==> src/rtl/core_pkg.sv <==
// Shared definitions for the instruction-decode stage: opcodes, control-flag
// bit positions and the decoded-instruction bundle carried through the buffer.
package core_pkg;

    localparam logic [6:0] OPC_LUI    = 7'b0110111;
    localparam logic [6:0] OPC_AUIPC  = 7'b0010111;
    localparam logic [6:0] OPC_JAL    = 7'b1101111;
    localparam logic [6:0] OPC_JALR   = 7'b1100111;
    localparam logic [6:0] OPC_BRANCH = 7'b1100011;
    localparam logic [6:0] OPC_LOAD   = 7'b0000011;
    localparam logic [6:0] OPC_STORE  = 7'b0100011;
    localparam logic [6:0] OPC_OP_IMM = 7'b0010011;
    localparam logic [6:0] OPC_OP     = 7'b0110011;

    localparam logic [6:0] F7_BASE   = 7'b0000000;
    localparam logic [6:0] F7_ALT    = 7'b0100000;
    localparam logic [6:0] F7_MULDIV = 7'b0000001;

    localparam int CTRL_ISIMM        = 0;
    localparam int CTRL_ISALU        = 1;
    localparam int CTRL_ISBRANCH     = 2;
    localparam int CTRL_ISLOAD       = 3;
    localparam int CTRL_ISSTORE      = 4;
    localparam int CTRL_REG_AWVALID  = 5;
    localparam int CTRL_REG1_MEMREAD = 6;
    localparam int CTRL_REG2_MEMREAD = 7;
    localparam int CTRL_ISJAL        = 8;
    localparam int CTRL_ISJALR       = 9;
    localparam int CTRL_ISLUI        = 10;
    localparam int CTRL_ISAUIPC      = 11;
    localparam int CTRL_ISMUL        = 12;
    localparam int CTRL_W            = 13;

    typedef enum logic [1:0] {
        OCC_EMPTY,
        OCC_PARTIAL,
        OCC_FULL
    } occ_state_e;

    typedef struct packed {
        logic [31:0]       imm;
        logic [2:0]        funct3;
        logic [6:0]        funct7;
        logic [4:0]        rs1;
        logic [4:0]        rs2;
        logic [4:0]        rd;
        logic [CTRL_W-1:0] ctrl;
        logic              illegal;
    } dec_t;

    typedef struct packed {
        logic [31:0] pc;
        dec_t        dec;
    } entry_t;

endpackage

==> src/rtl/core_idecode_comb.sv <==
// Purely combinational RV32I(+M) decoder producing one dec_t bundle per
// instruction; illegal encodings come out with ctrl and imm forced to zero.
module core_idecode_comb
    import core_pkg::*;
#(
    parameter bit M_EXT        = 1'b0,
    parameter bit RD0_SUPPRESS = 1'b1
) (
    input  logic [31:0] instr_i,
    output dec_t        dec_o
);

    logic [6:0]        opcode;
    logic [6:0]        funct7;
    logic [2:0]        funct3;
    logic [4:0]        rd;
    logic [31:0]       imm_i, imm_s, imm_b, imm_u, imm_j;
    logic [31:0]       imm;
    logic [CTRL_W-1:0] ctrl;
    logic              illegal;

    assign opcode = instr_i[6:0];
    assign rd     = instr_i[11:7];
    assign funct3 = instr_i[14:12];
    assign funct7 = instr_i[31:25];

    assign imm_i = {{20{instr_i[31]}}, instr_i[31:20]};
    assign imm_s = {{20{instr_i[31]}}, instr_i[31:25], instr_i[11:7]};
    assign imm_b = {{19{instr_i[31]}}, instr_i[31], instr_i[7], instr_i[30:25], instr_i[11:8], 1'b0};
    assign imm_u = {instr_i[31:12], 12'b0};
    assign imm_j = {{11{instr_i[31]}}, instr_i[31], instr_i[19:12], instr_i[20], instr_i[30:21], 1'b0};

    always_comb begin
        // NOTE: every variable gets a default before the case so no path through it can infer a latch.
        ctrl    = '0;
        imm     = '0;
        illegal = 1'b0;
        case (opcode)
            OPC_OP_IMM: begin
                imm                     = imm_i;
                ctrl[CTRL_ISIMM]        = 1'b1;
                ctrl[CTRL_ISALU]        = 1'b1;
                ctrl[CTRL_REG_AWVALID]  = 1'b1;
                ctrl[CTRL_REG1_MEMREAD] = 1'b1;
                // Shift immediates reuse funct7 as an opcode extension.
                if (funct3 == 3'b001 && funct7 != F7_BASE) illegal = 1'b1;
                if (funct3 == 3'b101 && funct7 != F7_BASE && funct7 != F7_ALT) illegal = 1'b1;
            end
            OPC_OP: begin
                ctrl[CTRL_ISALU]        = 1'b1;
                ctrl[CTRL_REG_AWVALID]  = 1'b1;
                ctrl[CTRL_REG1_MEMREAD] = 1'b1;
                ctrl[CTRL_REG2_MEMREAD] = 1'b1;
                if (funct7 == F7_ALT) begin
                    illegal = !(funct3 == 3'b000 || funct3 == 3'b101);
                end else if (funct7 == F7_MULDIV) begin
                    if (M_EXT) ctrl[CTRL_ISMUL] = 1'b1;
                    else       illegal = 1'b1;
                end else if (funct7 != F7_BASE) begin
                    illegal = 1'b1;
                end
            end
            OPC_LOAD: begin
                imm                     = imm_i;
                ctrl[CTRL_ISIMM]        = 1'b1;
                ctrl[CTRL_ISLOAD]       = 1'b1;
                ctrl[CTRL_REG_AWVALID]  = 1'b1;
                ctrl[CTRL_REG1_MEMREAD] = 1'b1;
                illegal = (funct3 == 3'b011 || funct3 == 3'b110 || funct3 == 3'b111);
            end
            OPC_STORE: begin
                imm                     = imm_s;
                ctrl[CTRL_ISIMM]        = 1'b1;
                ctrl[CTRL_ISSTORE]      = 1'b1;
                ctrl[CTRL_REG1_MEMREAD] = 1'b1;
                ctrl[CTRL_REG2_MEMREAD] = 1'b1;
                illegal = (funct3 >= 3'b011);
            end
            OPC_BRANCH: begin
                imm                     = imm_b;
                ctrl[CTRL_ISBRANCH]     = 1'b1;
                ctrl[CTRL_REG1_MEMREAD] = 1'b1;
                ctrl[CTRL_REG2_MEMREAD] = 1'b1;
                illegal = (funct3 == 3'b010 || funct3 == 3'b011);
            end
            OPC_JAL: begin
                imm                    = imm_j;
                ctrl[CTRL_ISJAL]       = 1'b1;
                ctrl[CTRL_REG_AWVALID] = 1'b1;
            end
            OPC_JALR: begin
                imm                     = imm_i;
                ctrl[CTRL_ISJALR]       = 1'b1;
                ctrl[CTRL_ISIMM]        = 1'b1;
                ctrl[CTRL_REG_AWVALID]  = 1'b1;
                ctrl[CTRL_REG1_MEMREAD] = 1'b1;
                illegal = (funct3 != 3'b000);
            end
            OPC_LUI: begin
                imm                    = imm_u;
                ctrl[CTRL_ISLUI]       = 1'b1;
                ctrl[CTRL_ISIMM]       = 1'b1;
                ctrl[CTRL_REG_AWVALID] = 1'b1;
            end
            OPC_AUIPC: begin
                imm                    = imm_u;
                ctrl[CTRL_ISAUIPC]     = 1'b1;
                ctrl[CTRL_ISIMM]       = 1'b1;
                ctrl[CTRL_REG_AWVALID] = 1'b1;
            end
            default: illegal = 1'b1;
        endcase

        if (RD0_SUPPRESS && rd == 5'd0) ctrl[CTRL_REG_AWVALID] = 1'b0;
        if (illegal) begin
            ctrl = '0;
            imm  = '0;
        end
    end

    assign dec_o.imm     = imm;
    assign dec_o.funct3  = funct3;
    assign dec_o.funct7  = funct7;
    assign dec_o.rs1     = instr_i[19:15];
    assign dec_o.rs2     = instr_i[24:20];
    assign dec_o.rd      = rd;
    assign dec_o.ctrl    = ctrl;
    assign dec_o.illegal = illegal;

endmodule

==> src/rtl/core_idecode_pipe.sv <==
// Decode stage: decodes on accept and queues the bundle in a DEPTH-entry FIFO
// with valid/ready handshakes on both sides, plus flush.
module core_idecode_pipe
    import core_pkg::*;
#(
    parameter int unsigned DEPTH        = 2,
    parameter bit          M_EXT        = 1'b0,
    parameter bit          RD0_SUPPRESS = 1'b1
) (
    input  logic                         CLK,
    input  logic                         RST,
    input  logic                         IN_VALID,
    output logic                         IN_READY,
    input  logic [31:0]                  IN_INSTR,
    input  logic [31:0]                  IN_PC,
    input  logic                         FLUSH,
    output logic                         OUT_VALID,
    input  logic                         OUT_READY,
    output logic [31:0]                  OUT_PC,
    output logic [31:0]                  OUT_IMM,
    output logic [2:0]                   OUT_FUNCT3,
    output logic [6:0]                   OUT_FUNCT7,
    output logic [4:0]                   OUT_RS1,
    output logic [4:0]                   OUT_RS2,
    output logic [4:0]                   OUT_RD,
    output logic [CTRL_W-1:0]            OUT_CTRL,
    output logic                         OUT_ILLEGAL,
    output logic [$clog2(DEPTH+1)-1:0]   OCCUPANCY
);

    localparam int PTR_W = (DEPTH > 1) ? $clog2(DEPTH) : 1;
    localparam int OCC_W = $clog2(DEPTH + 1);

    entry_t           buf_q [DEPTH];
    entry_t           head;
    dec_t             dec;
    occ_state_e       occ_state;
    logic [PTR_W-1:0] wr_ptr_q, wr_ptr_d;
    logic [PTR_W-1:0] rd_ptr_q, rd_ptr_d;
    logic [OCC_W-1:0] count_q, count_d;
    logic             push, pop;

    function automatic logic [PTR_W-1:0] ptr_inc(input logic [PTR_W-1:0] p);
        return (p == PTR_W'(DEPTH - 1)) ? '0 : p + PTR_W'(1);
    endfunction

    core_idecode_comb #(
        .M_EXT       (M_EXT),
        .RD0_SUPPRESS(RD0_SUPPRESS)
    ) u_decode (
        .instr_i(IN_INSTR),
        .dec_o  (dec)
    );

    always_comb begin
        if (count_q == '0)                  occ_state = OCC_EMPTY;
        else if (count_q == OCC_W'(DEPTH))  occ_state = OCC_FULL;
        else                                occ_state = OCC_PARTIAL;
    end

    // Ready comes from registered occupancy only, never from OUT_READY.
    assign IN_READY  = (occ_state != OCC_FULL);
    assign OUT_VALID = (occ_state != OCC_EMPTY);
    assign push      = IN_VALID && IN_READY;
    assign pop       = OUT_VALID && OUT_READY;

    always_comb begin
        wr_ptr_d = wr_ptr_q;
        rd_ptr_d = rd_ptr_q;
        count_d  = count_q;
        if (push) wr_ptr_d = ptr_inc(wr_ptr_q);
        if (pop)  rd_ptr_d = ptr_inc(rd_ptr_q);
        if (push && !pop)      count_d = count_q + OCC_W'(1);
        else if (pop && !push) count_d = count_q - OCC_W'(1);
        if (FLUSH) begin
            wr_ptr_d = '0;
            rd_ptr_d = '0;
            count_d  = '0;
        end
    end

    always_ff @(posedge CLK) begin
        // NOTE: state registers use non-blocking assignments so every flop samples pre-edge values.
        if (RST) begin
            wr_ptr_q <= '0;
            rd_ptr_q <= '0;
            count_q  <= '0;
        end else begin
            wr_ptr_q <= wr_ptr_d;
            rd_ptr_q <= rd_ptr_d;
            count_q  <= count_d;
        end
    end

    // NOTE: entry storage is deliberately not reset; OUT_VALID qualifies it, so a reset would only cost flops.
    always_ff @(posedge CLK) begin
        if (push) buf_q[wr_ptr_q] <= '{pc: IN_PC, dec: dec};
    end

    assign head        = buf_q[rd_ptr_q];
    assign OUT_PC      = head.pc;
    assign OUT_IMM     = head.dec.imm;
    assign OUT_FUNCT3  = head.dec.funct3;
    assign OUT_FUNCT7  = head.dec.funct7;
    assign OUT_RS1     = head.dec.rs1;
    assign OUT_RS2     = head.dec.rs2;
    assign OUT_RD      = head.dec.rd;
    assign OUT_CTRL    = head.dec.ctrl;
    assign OUT_ILLEGAL = head.dec.illegal;
    assign OCCUPANCY   = count_q;

endmodule

==> config.mk <==
export PLATFORM = sky130hd
export DESIGN_NAME = core_idecode_pipe
export DESIGN_NICKNAME = d
export VERILOG_FILES = /design/src/rtl/core_pkg.sv /design/src/rtl/core_idecode_comb.sv /design/src/rtl/core_idecode_pipe.sv
export SDC_FILE = /design/constraint.sdc
export NUM_CORES = 1
export LEC_CHECK = 0
export BUFFER_PORTS_ARGS = -buffer_cell sky130_fd_sc_hd__buf_2
export CORE_MARGIN = 1
export CORE_UTILIZATION = 40
export CTS_CLUSTER_SIZE = 24
export DETAILED_ROUTE_END_ITERATION = 12
export GPL_TIMING_DRIVEN = 1
export PLACE_DENSITY = 0.6
export SLEW_MARGIN = 20
export SYNTH_ARGS = -nofsm -noshare
export SYNTH_HDL_FRONTEND = slang
export SYNTH_SLANG_ARGS = --single-unit
==> constraint.sdc <==
create_clock -name CLK -period 13.4 [get_ports CLK]
set_clock_uncertainty 0.15 [all_clocks]
set_input_delay 0 -clock CLK [delete_from_list [all_inputs] [get_ports CLK]]
set_output_delay 0 -clock CLK [all_outputs]
set_load 0.01 [all_outputs]
==> impl_metrics.py <==
metrics = {
    "logic_synthesis": {
        "synth_edf_count": 204,
        "ys_top_cells_by_area": "edfxtp_1 (72%), mux2_2 (14%), nor3_1 (1.7%), dfxtp_1 (1.2%), nand2_1 (1.1%)",
        "netlist_instances": 508,
        "synth_cell_types": 45,
        "synth-seq-cells": 209,
        "syn_avg_cell_area_um2": 16.7,
        "async_flop_share_pct": 0,
        "yosys.area.top_type_share_pct": 72.1,
        "synth_top_area_cell": "edfxtp_1",
        "syn-num-nets": 578,
        "synth_ff_type": "edfxtp_1",
        "yosysWarnings": 0,
        "synth_area_um2": 8490,
        "ys_seq_area_share_pct": 73.3,
    },
    "setup_path": {
        "timing.rr.end": "buf_q[0][84]$_DFFE_PP_",
        "worst_ep_required_time_ns": 13.25,
        "critPathTopFamily": "buffers and inverters",
        "critPathArrivalTime_ns": 2.59,
        "ff2ff_setup_slack_ns": 10.75,
        "cp_slowest_cell": "buf_4",
        "critPathMaxStageDelay_ns": 0.86,
        "crit_buf_inv": 2,
        "worstSetupPathType": "flop to primary output",
        "rr_startpoint": "OCCUPANCY[0]$_SDFFE_PP0P_",
        "crit_path_cell_trace": "buf_4, mux2_2, buf_2",
        "startpoint_type": "flop",
        "r2r.worst_path.cells": 5,
        "crit_fanout": 74,
        "cp-end-kind": "primary output",
    },
    "floorplan": {
        "coreArea_um2": 20500,
        "core.rowCount": 52,
        "die_h_um": 148,
        "fp.dieW_um": 148,
        "start_util_pct": 41.4,
        "dieArea_um2": 21800,
        "ios": 176,
    },
    "place": {
        "gp_congestion": 0.921,
        "numPortBuffers": 174,
        "place_area_um2": 9640,
        "dp_hpwl_um": 11800,
        "dp_cells": 928,
    },
    "clock_tree": {
        "clkLatencyLatePin_ns": 0.51,
        "clock-root-buffer": "clkbuf_16",
        "cts.sinks": 209,
        "cts_buffers": 23,
        "ctsLongestPathBuffers": 3,
        "cts_tree": "done",
        "clk_pin_slew_ns": 0.06,
        "postCtsSetupRepairBufs": 0,
        "htreeDepth": 1,
    },
    "sta": {
        "final.min_clock_period_ns": 2.74,
        "hold_viol": 0,
        "slew_viol_final": 0,
        "tightestPinTransition_ns": 1.03,
        "tns_ns": 0,
        "max_freq_ghz": 0.364,
        "holdWs_ns": 0.0647,
        "period_share_pct": 20.5,
        "setup_viol": 0,
        "slew_headroom_pct": 30.8,
        "rsz0062_at_grt": "false",
    },
    "power_and_ir_drop": {
        "ir_drop_mv": 0.114,
        "finalPower_mw": 1.51,
        "total_leakage_power_nw": 4.06,
        "power_density_nw_per_um2": 137,
    },
    "grt": {
        "antenna_found_initial": 0,
        "grt_pass1_wl_um": 29100,
        "grt.overflow.total": 0,
        "first_global_vias": 5454,
        "grt_max_degree": 75,
        "grt_usage_pct": 17.2,
    },
    "detailed_routing": {
        "drc": 0,
        "avgRoutedWirePerCell_um": 18.2,
        "dr.pass1.iters": 5,
        "ant_nets": 0,
        "routed_wl_um": 18900,
        "vias_per_cell": 5.11,
        "drt_iter0_drc": 268,
        "via_count": 5322,
    },
    "worst_hold_path": {
        "min_to": "buf_q[1][73]$_DFFE_PP_",
        "hold_path_depth": 2,
        "hp-start": "IN_PC[3]",
        "hp-class": "primary input to flop",
    },
    "finish": {
        "nFillCells": 1670,
        "final_area_um2": 11100,
        "stdcell_count": 1041,
        "nets": 824,
        "syn_to_final_growth_pct": 30.3,
        "drive_gt1_share_pct": 41.8,
        "n_antenna_cell": 0,
    },
    "outcome": {
        "status": "finished clean",
    },
    "run": {
        "maxCapViolCount": 0,
    },
}
==> power by group <==
group,switching [mW],internal [mW]
registers,0.00842,0.753
logic,0.0871,0.0711
clock network,0.239,0.353
total,0.334,1.18
==> worst max path at each step <==
stage | slack [ns] | end | from | depth (start not counted)
6_report | 10.66 | OUT_CTRL[6] | flop | 3
5_1_grt | 10.50 | OUT_IMM[8] | flop | 3
4_1_cts | 10.58 | OUT_IMM[11] | flop | 3
3_5_place_dp | 10.73 | buf_q[0][28]$_DFFE_PP_ | OCCUPANCY[0]$_SDFFE_PP0P_ | 5
3_3_place_gp | 10.80 | buf_q[0][28]$_DFFE_PP_ | OCCUPANCY[0]$_SDFFE_PP0P_ | 5
2_1_floorplan | 7.68 | buf_q[0][0]$_DFFE_PP_ | OCCUPANCY[0]$_SDFFE_PP0P_ | 3
==> cells in the mapped netlist, drive strengths merged (2+ instances only) <==
cell type and instances:
nor2b 4, and3b 4, dfxtp 5, mux2 102, and2 4, inv 3, xor2 5, a22oi 5
nor3 29, nand2 26, edfxtp 204, nor2 10, or4 3, nand3 5, a2111oi 2, o211ai 2
o21ai 5, nand4b 3, nand2b 3, or2 3, a21boi 2, buf 6, a21oi 11, nor4 11
clkbuf 24, a211oi 12
==> per-stage QoR <==
| stage | utilization (%) | worst slack (ns) |
|---|---|---|
| after floorplan | - | 7.68 |
| after global placement | 47.0 | 10.80 |
| after detailed placement | 47.0 | 10.73 |
| after CTS | 54.0 | 10.58 |
| after global routing | 54.0 | 10.50 |
| final | 54.0 | 10.66 |
==> final cells by class <==
type                       count  area, um2  area share (%)
clock buffer                  28        594            5.37
clock inverter                14        119            1.07
inverter                       3       11.3           0.102
multi-input combinational    266       2140            19.4
sequential                   209       6230            56.3
tap                          270        338            3.05
timing repair buffer         251       1630            14.7
==> cell families (layout without fill, tap and decap cells) <==
group | count (synthesis) | after routing | synth area share [%]
AOI/OAI and AO/OA | 47 | 47 | 3.89
xor gates and xnor gates | 6 | 6 | 0.619
adders and majority gates | 1 | 1 | 0.147
buffers and inverters | 33 | 296 | 1.65
DFF | 209 | 209 | 73.3
muxes | 103 | 103 | 13.6
other | 1 | 1 | 0.0442
and+or+nand+nor | 108 | 108 | 6.69
==> worst register-to-register path, stage by stage (launching register included) <==
cell	delay, ns
dfxtp_1	0.39
nand2b_1	0.17
nand2_1	0.14
nor2_4	0.10
buf_4	0.51
buf_4	0.76
==> per-layer routing <==
layer  wire length (um)  global-route usage [%]  up-vias
met4                480                    5.36        0
met3               1420                    3.70       35
met1               7860                    22.2     2583
met5                  0                       0        -
li1                   -                       -     2494
met2               9190                    28.9      210
==> cells in the final DEF, fill, tap and decap left out, types with 2 or more instances in the layout <==
master / netlist / final
clkbuf_16: 0 / 23
nand3_1: 5 / 5
a2111oi_0: 2 / 2
nand4b_1: 3 / 3
buf_2: 4 / 174
and3b_1: 4 / 4
clkinv_1: 0 / 6
nand2b_1: 3 / 3
a22oi_1: 5 / 4
and2_1: 3 / 3
nor3_1: 29 / 29
inv_1: 3 / 3
mux2_2: 102 / 102
o211ai_1: 2 / 2
buf_4: 1 / 6
edfxtp_1: 204 / 204
o21ai_0: 5 / 5
nor4_1: 11 / 11
clkinv_2: 0 / 4
clkbuf_1: 24 / 5
nor2_1: 10 / 9
a211oi_1: 12 / 12
nand2_1: 26 / 26
or4_1: 3 / 3
xor2_1: 5 / 5
nor2b_1: 4 / 4
bufinv_16: 0 / 2
dlygate4sd3_1: 0 / 71
or2_2: 3 / 3
a21oi_1: 11 / 11
dfxtp_1: 5 / 4
==> repair_timing <==
item,in CTS,in global routing
hold buffers,71,0
endpoints found under the hold margin,231,0
gates resized for setup,0,0
==> flip-flops by register name, summed over array words and instances (netlist names), named ones only <==
register and flops:
OCCUPANCY 2, rd_ptr_q 1, buf_q 204, wr_ptr_q 1
(Power assumes the default switching activity.)
